## src/rtl/norm_shift_sequencer.sv

```systemverilog
// norm_shift_sequencer: multi-cycle post-add normalizer driving an external leading-one codec
module norm_shift_sequencer #(
   parameter int W_MANT = 26,
   parameter int W_EXP  = 8,
   parameter int W_CNT  = 5
) (
   input  logic              clk,
   input  logic              rst,
   input  logic              in_valid_i,
   output logic              in_ready_o,
   input  logic [W_MANT-1:0] mant_i,
   input  logic [W_EXP-1:0]  exp_i,
   output logic [W_MANT-1:0] lzd_data_o,
   input  logic [W_CNT-1:0]  lzd_count_i,
   output logic              out_valid_o,
   input  logic              out_ready_i,
   output logic [W_MANT-1:0] mant_o,
   output logic [W_EXP-1:0]  exp_o,
   output logic              zero_o,
   output logic              ovf_o,
   output logic              unf_o
);
   localparam int WE1 = W_EXP + 1;
   typedef enum logic [1:0] {IDLE, ENC, SHIFT, DONE} state_t;
   state_t            r_state;
   logic [W_MANT-1:0] r_mant;
   logic [W_EXP-1:0]  r_exp;
   logic [W_CNT-1:0]  r_cnt;
   logic              r_zero;
   logic [W_CNT-1:0]  w_s;
   logic [WE1-1:0]    w_exp_inc;
   logic [WE1-1:0]    w_exp_dec;
   logic              w_carry;
   logic              w_ovf;
   logic              w_unf;
   assign w_s       = r_cnt - 1'b1;
   assign w_carry   = r_mant[W_MANT-1];
   assign w_exp_inc = {1'b0, r_exp} + 1'b1;
   assign w_exp_dec = {1'b0, r_exp} - WE1'(w_s);
   assign w_ovf     = w_exp_inc >= WE1'((1 << W_EXP) - 1);
   // borrow or zero in exp-s means s >= exp
   assign w_unf     = (w_s != '0) && (w_exp_dec[W_EXP] || w_exp_dec == '0);
   always_ff @(posedge clk) begin
      if (rst) begin
         r_state     <= IDLE;
         in_ready_o  <= 1'b1;
         out_valid_o <= 1'b0;
         lzd_data_o  <= '0;
         mant_o      <= '0;
         exp_o       <= '0;
         zero_o      <= 1'b0;
         ovf_o       <= 1'b0;
         unf_o       <= 1'b0;
         r_mant      <= '0;
         r_exp       <= '0;
         r_cnt       <= '0;
         r_zero      <= 1'b0;
      end else begin
         case (r_state)
            IDLE: if (in_valid_i) begin
               r_mant     <= mant_i;
               r_exp      <= exp_i;
               lzd_data_o <= ~mant_i;
               in_ready_o <= 1'b0;
               r_state    <= ENC;
            end
            ENC: begin
               r_cnt      <= lzd_count_i;
               r_zero     <= r_mant == '0;
               lzd_data_o <= '0;
               r_state    <= SHIFT;
            end
            SHIFT: begin
               zero_o      <= r_zero;
               ovf_o       <= !r_zero && w_carry && w_ovf;
               unf_o       <= !r_zero && !w_carry && w_unf;
               mant_o      <= r_zero ? '0 : w_carry ? (w_ovf ? '0 : r_mant >> 1) : (w_unf ? '0 : r_mant << w_s);
               exp_o       <= r_zero ? '0 : w_carry ? (w_ovf ? '1 : w_exp_inc[W_EXP-1:0]) : (w_unf ? '0 : w_exp_dec[W_EXP-1:0]);
               out_valid_o <= 1'b1;
               r_state     <= DONE;
            end
            DONE: if (out_ready_i) begin
               out_valid_o <= 1'b0;
               in_ready_o  <= 1'b1;
               r_state     <= IDLE;
            end
            default: r_state <= IDLE;
         endcase
      end
   end
endmodule

```

## config.mk

```make
export PLATFORM = sky130hd
export DESIGN_NAME = norm_shift_sequencer
export DESIGN_NICKNAME = d
export VERILOG_FILES = /design/src/rtl/norm_shift_sequencer.sv
export SDC_FILE = /design/constraint.sdc
export NUM_CORES = 1
export LEC_CHECK = 0
export BUFFER_PORTS_ARGS = -buffer_cell sky130_fd_sc_hd__buf_2
export CAP_MARGIN = 30
export CORE_MARGIN = 8
export CORE_UTILIZATION = 51
export DETAILED_ROUTE_END_ITERATION = 16
export GPL_TIMING_DRIVEN = 1
export HOLD_SLACK_MARGIN = 0.06
export PLACE_DENSITY_LB_ADDON = 0.15
export REMOVE_ABC_BUFFERS = 1
export SLEW_MARGIN = 5
export SYNTH_ARGS = -nofsm -noshare
export SYNTH_HDL_FRONTEND = slang
export SYNTH_SLANG_ARGS = --single-unit
```

## constraint.sdc

```tcl
create_clock -name clk -period 3.92 [get_ports clk]
set_clock_uncertainty 0.2 [all_clocks]
set_input_delay 0.784 -clock clk [delete_from_list [all_inputs] [get_ports clk]]
set_output_delay 0.784 -clock clk [all_outputs]
set_load 0.005 [all_outputs]
```

==> reports/metrics.cfg <==
[logic_synthesis]
synth_area_leaders = dfxtp_1 (35%), a21oi_1 (8.0%), nand2_1 (7.9%)
yosysTopAreaCellShare = 0.353
synth_edf_count = 0
synth_area_per_cell_um2 = 7.77
synthMostInstantiatedCell = nand2_1
async_flop_share = 0
ys_seq_area_frac = 0.353
synth_cells = 781
ys_ff_latch = 107
synth_ff_type = dfxtp_1
ys_types = 65
synth_warnings = 0
yosys.area.top_type = dfxtp_1
synth.cell_area_um2 = 6070
synthTopCellsByCount = nand2_1 (127), dfxtp_1 (107), nor2_1 (101)

[clock_tree]
clk_path_buf_depth = 2
cts_sinks = 107
cts_root_buf = clkbuf_16
postCtsSetupRepairBufs = 0
postCtsHoldBufs = 0
clk_latency_ps = 370
postCtsResizedCells = 0
h-tree-depth = 3
path_clk_slew_ps = 80
cts_tree = done
cts_made_buffers = 9

[routing]
vias = 5891
wl_mm = 18.4
vias_per_cell = 5.79
firstDrtPassIters = 7
drtIter0Drc = 444
ant_nets = 0
drc_errors = 0
wl_per_cell_um = 18.1

[sta]
setup_violations = 0
rsz0062_at_grt = no
drv_slew = 0
finalHoldViolations = 0
min_period_ps = 3460
max_freq_mhz = 289
finalCritPeriodShare = 0.883
worst-slew-pin-transition_ps = 862
slew_headroom = 0.425

[grt]
antenna_found_initial = 0
grt_usage = 0.235
grt_pass1_wl_mm = 30.1
grt_overflow = 0
grt_pass1_vias = 5673
grt_max_degree = 89

[worst_setup_path]
setup.worst_path.start_class = flop
r2r_cells = 12
rr_endpoint = exp_o[3]$_SDFFE_PP0P_
r2r_slack_ps = 460
criticalPathCategory = reg2reg
r2r-start = r_cnt[1]$_SDFFE_PP0P_
crit_start = r_cnt[1]$_SDFFE_PP0P_
cp_max_fo = 5
endpoint = exp_o[3]$_SDFFE_PP0P_
cp-end-kind = flop
worstPathArrival_ps = 3530
required_ps = 3990

[floorplan]
die_height_um = 125
coreArea_um2 = 11800
dieArea_um2 = 15600
fp-row-count = 40
die_w_um = 125
start_util = 0.514
ioPinCount = 108

[job]
cap_violations = 0

[pwr]
ir_drop_v = 0.000604
powerDensity_nw_per_um2 = 732
leakagePower_uw = 0.00288

[finish]
final_cells = 1017
drive_gt1_frac = 0.194
syn2layout_area_growth_pct = 15.6
design_area_um2 = 7010
fin_nets = 919
fin_util = 0.594

[placement]
post-place-cells = 1000
port_buffers = 107
routabilityCongestion = 0.913
place_area_um2 = 6710
hpwl_mm = 13.8

[worst_hold_path]
hold_class = reg2reg

[status]
status = finished, final reports clean

layout by cell type (no fill, tap or decap), types with 7 or more instances in the layout:
cell         n
a21oi_1     97
mux4_2      10
ha_1        11
inv_1       15
nand3_1     15
o21ai_0     34
o21bai_1    13
o211ai_1     8
nor2b_1      7
nor2_1     101
xnor2_1     10
buf_2      107
dfxtp_1    107
buf_4       17
mux2i_1     33
a22oi_1     15
nand2_1    127
a211oi_1     7
nor3_1      17
clkbuf_16    9
a31oi_1     20
final cells by class:
| cell class | instances | area, µm² |
|---|---|---|
| inverter | 16 | 60.1 |
| sequential | 107 | 2140 |
| clock buffer | 9 | 225 |
| antenna | 1 | 2.50 |
| fill | 1132 | 4800 |
| clock inverter | 7 | 72.6 |
| tap | 147 | 184 |
| multi-input combinational | 605 | 3650 |
| timing repair buffer | 125 | 674 |
worst min path at each step:
stage	from	to	slack [ps]	depth (start not counted)
after floorplan	mant_o[25]$_SDFFE_PP0P_	mant_o[25]$_SDFFE_PP0P_	250	2
after global placement	mant_o[25]$_SDFFE_PP0P_	mant_o[25]$_SDFFE_PP0P_	240	2
after detailed placement	mant_o[25]$_SDFFE_PP0P_	mant_o[25]$_SDFFE_PP0P_	250	2
after CTS	mant_o[25]$_SDFFE_PP0P_	mant_o[25]$_SDFFE_PP0P_	270	2
after global routing	ovf_o$_SDFFE_PP0P_	ovf_o$_SDFFE_PP0P_	290	2
final	mant_o[25]$_SDFFE_PP0P_	mant_o[25]$_SDFFE_PP0P_	260	2
through the flow:
stage               hold WS [ps]  setup WS [ps]  power, µW  TNS [ps]
finish                       264            460       5130         0
global route                 290            150       5500         0
CTS                          268            459       5140         0
detailed placement           252            482       4220         0
global placement             244            611       4150         0
floorplan                    249          -1170       3310    -36990
cells by family after synthesis:
logic type,Yosys count,share of synthesized area
simple gates,303,0.217
xor+xnor,16,0.0291
mux,49,0.103
fa+ha+maj,13,0.0276
compound gates,224,0.225
flops,107,0.353
buf+inv,69,0.0452
worst max-delay path, stage by stage, from the launching register on:
cell and delay (ps):
dfxtp_1 390, inv_1 80, ha_1 220, xor2_2 180
inv_2 50, ha_1 340, nor2b_1 250, o21ai_0 160
a41oi_1 450, nor3_1 150, nor3_1 450, a21oi_1 180
a211oi_1 260
routing by layer:
metal / routed length [µm] / vias to the layer above / track usage
met5: 0 / - / 0
met4: 230 / 0 / 0.0702
met3: 1320 / 17 / 0.0574
met2: 7910 / 191 / 0.352
met1: 8920 / 2751 / 0.327
li1: - / 2932 / -
registers in the layout (all words and copies together) (netlist names), 2 cells and up:
register    flops
r_cnt           5
mant_o         26
lzd_data_o     26
r_exp           8
r_mant         26
exp_o           8
r_state         2
power by group:
group	leakage, µW	internal, µW	switching [µW]
combinational	0.00187	1010	1630
clock	0.000146	448	465
sequential	0.000873	1320	259
(Power assumes the default switching activity.)
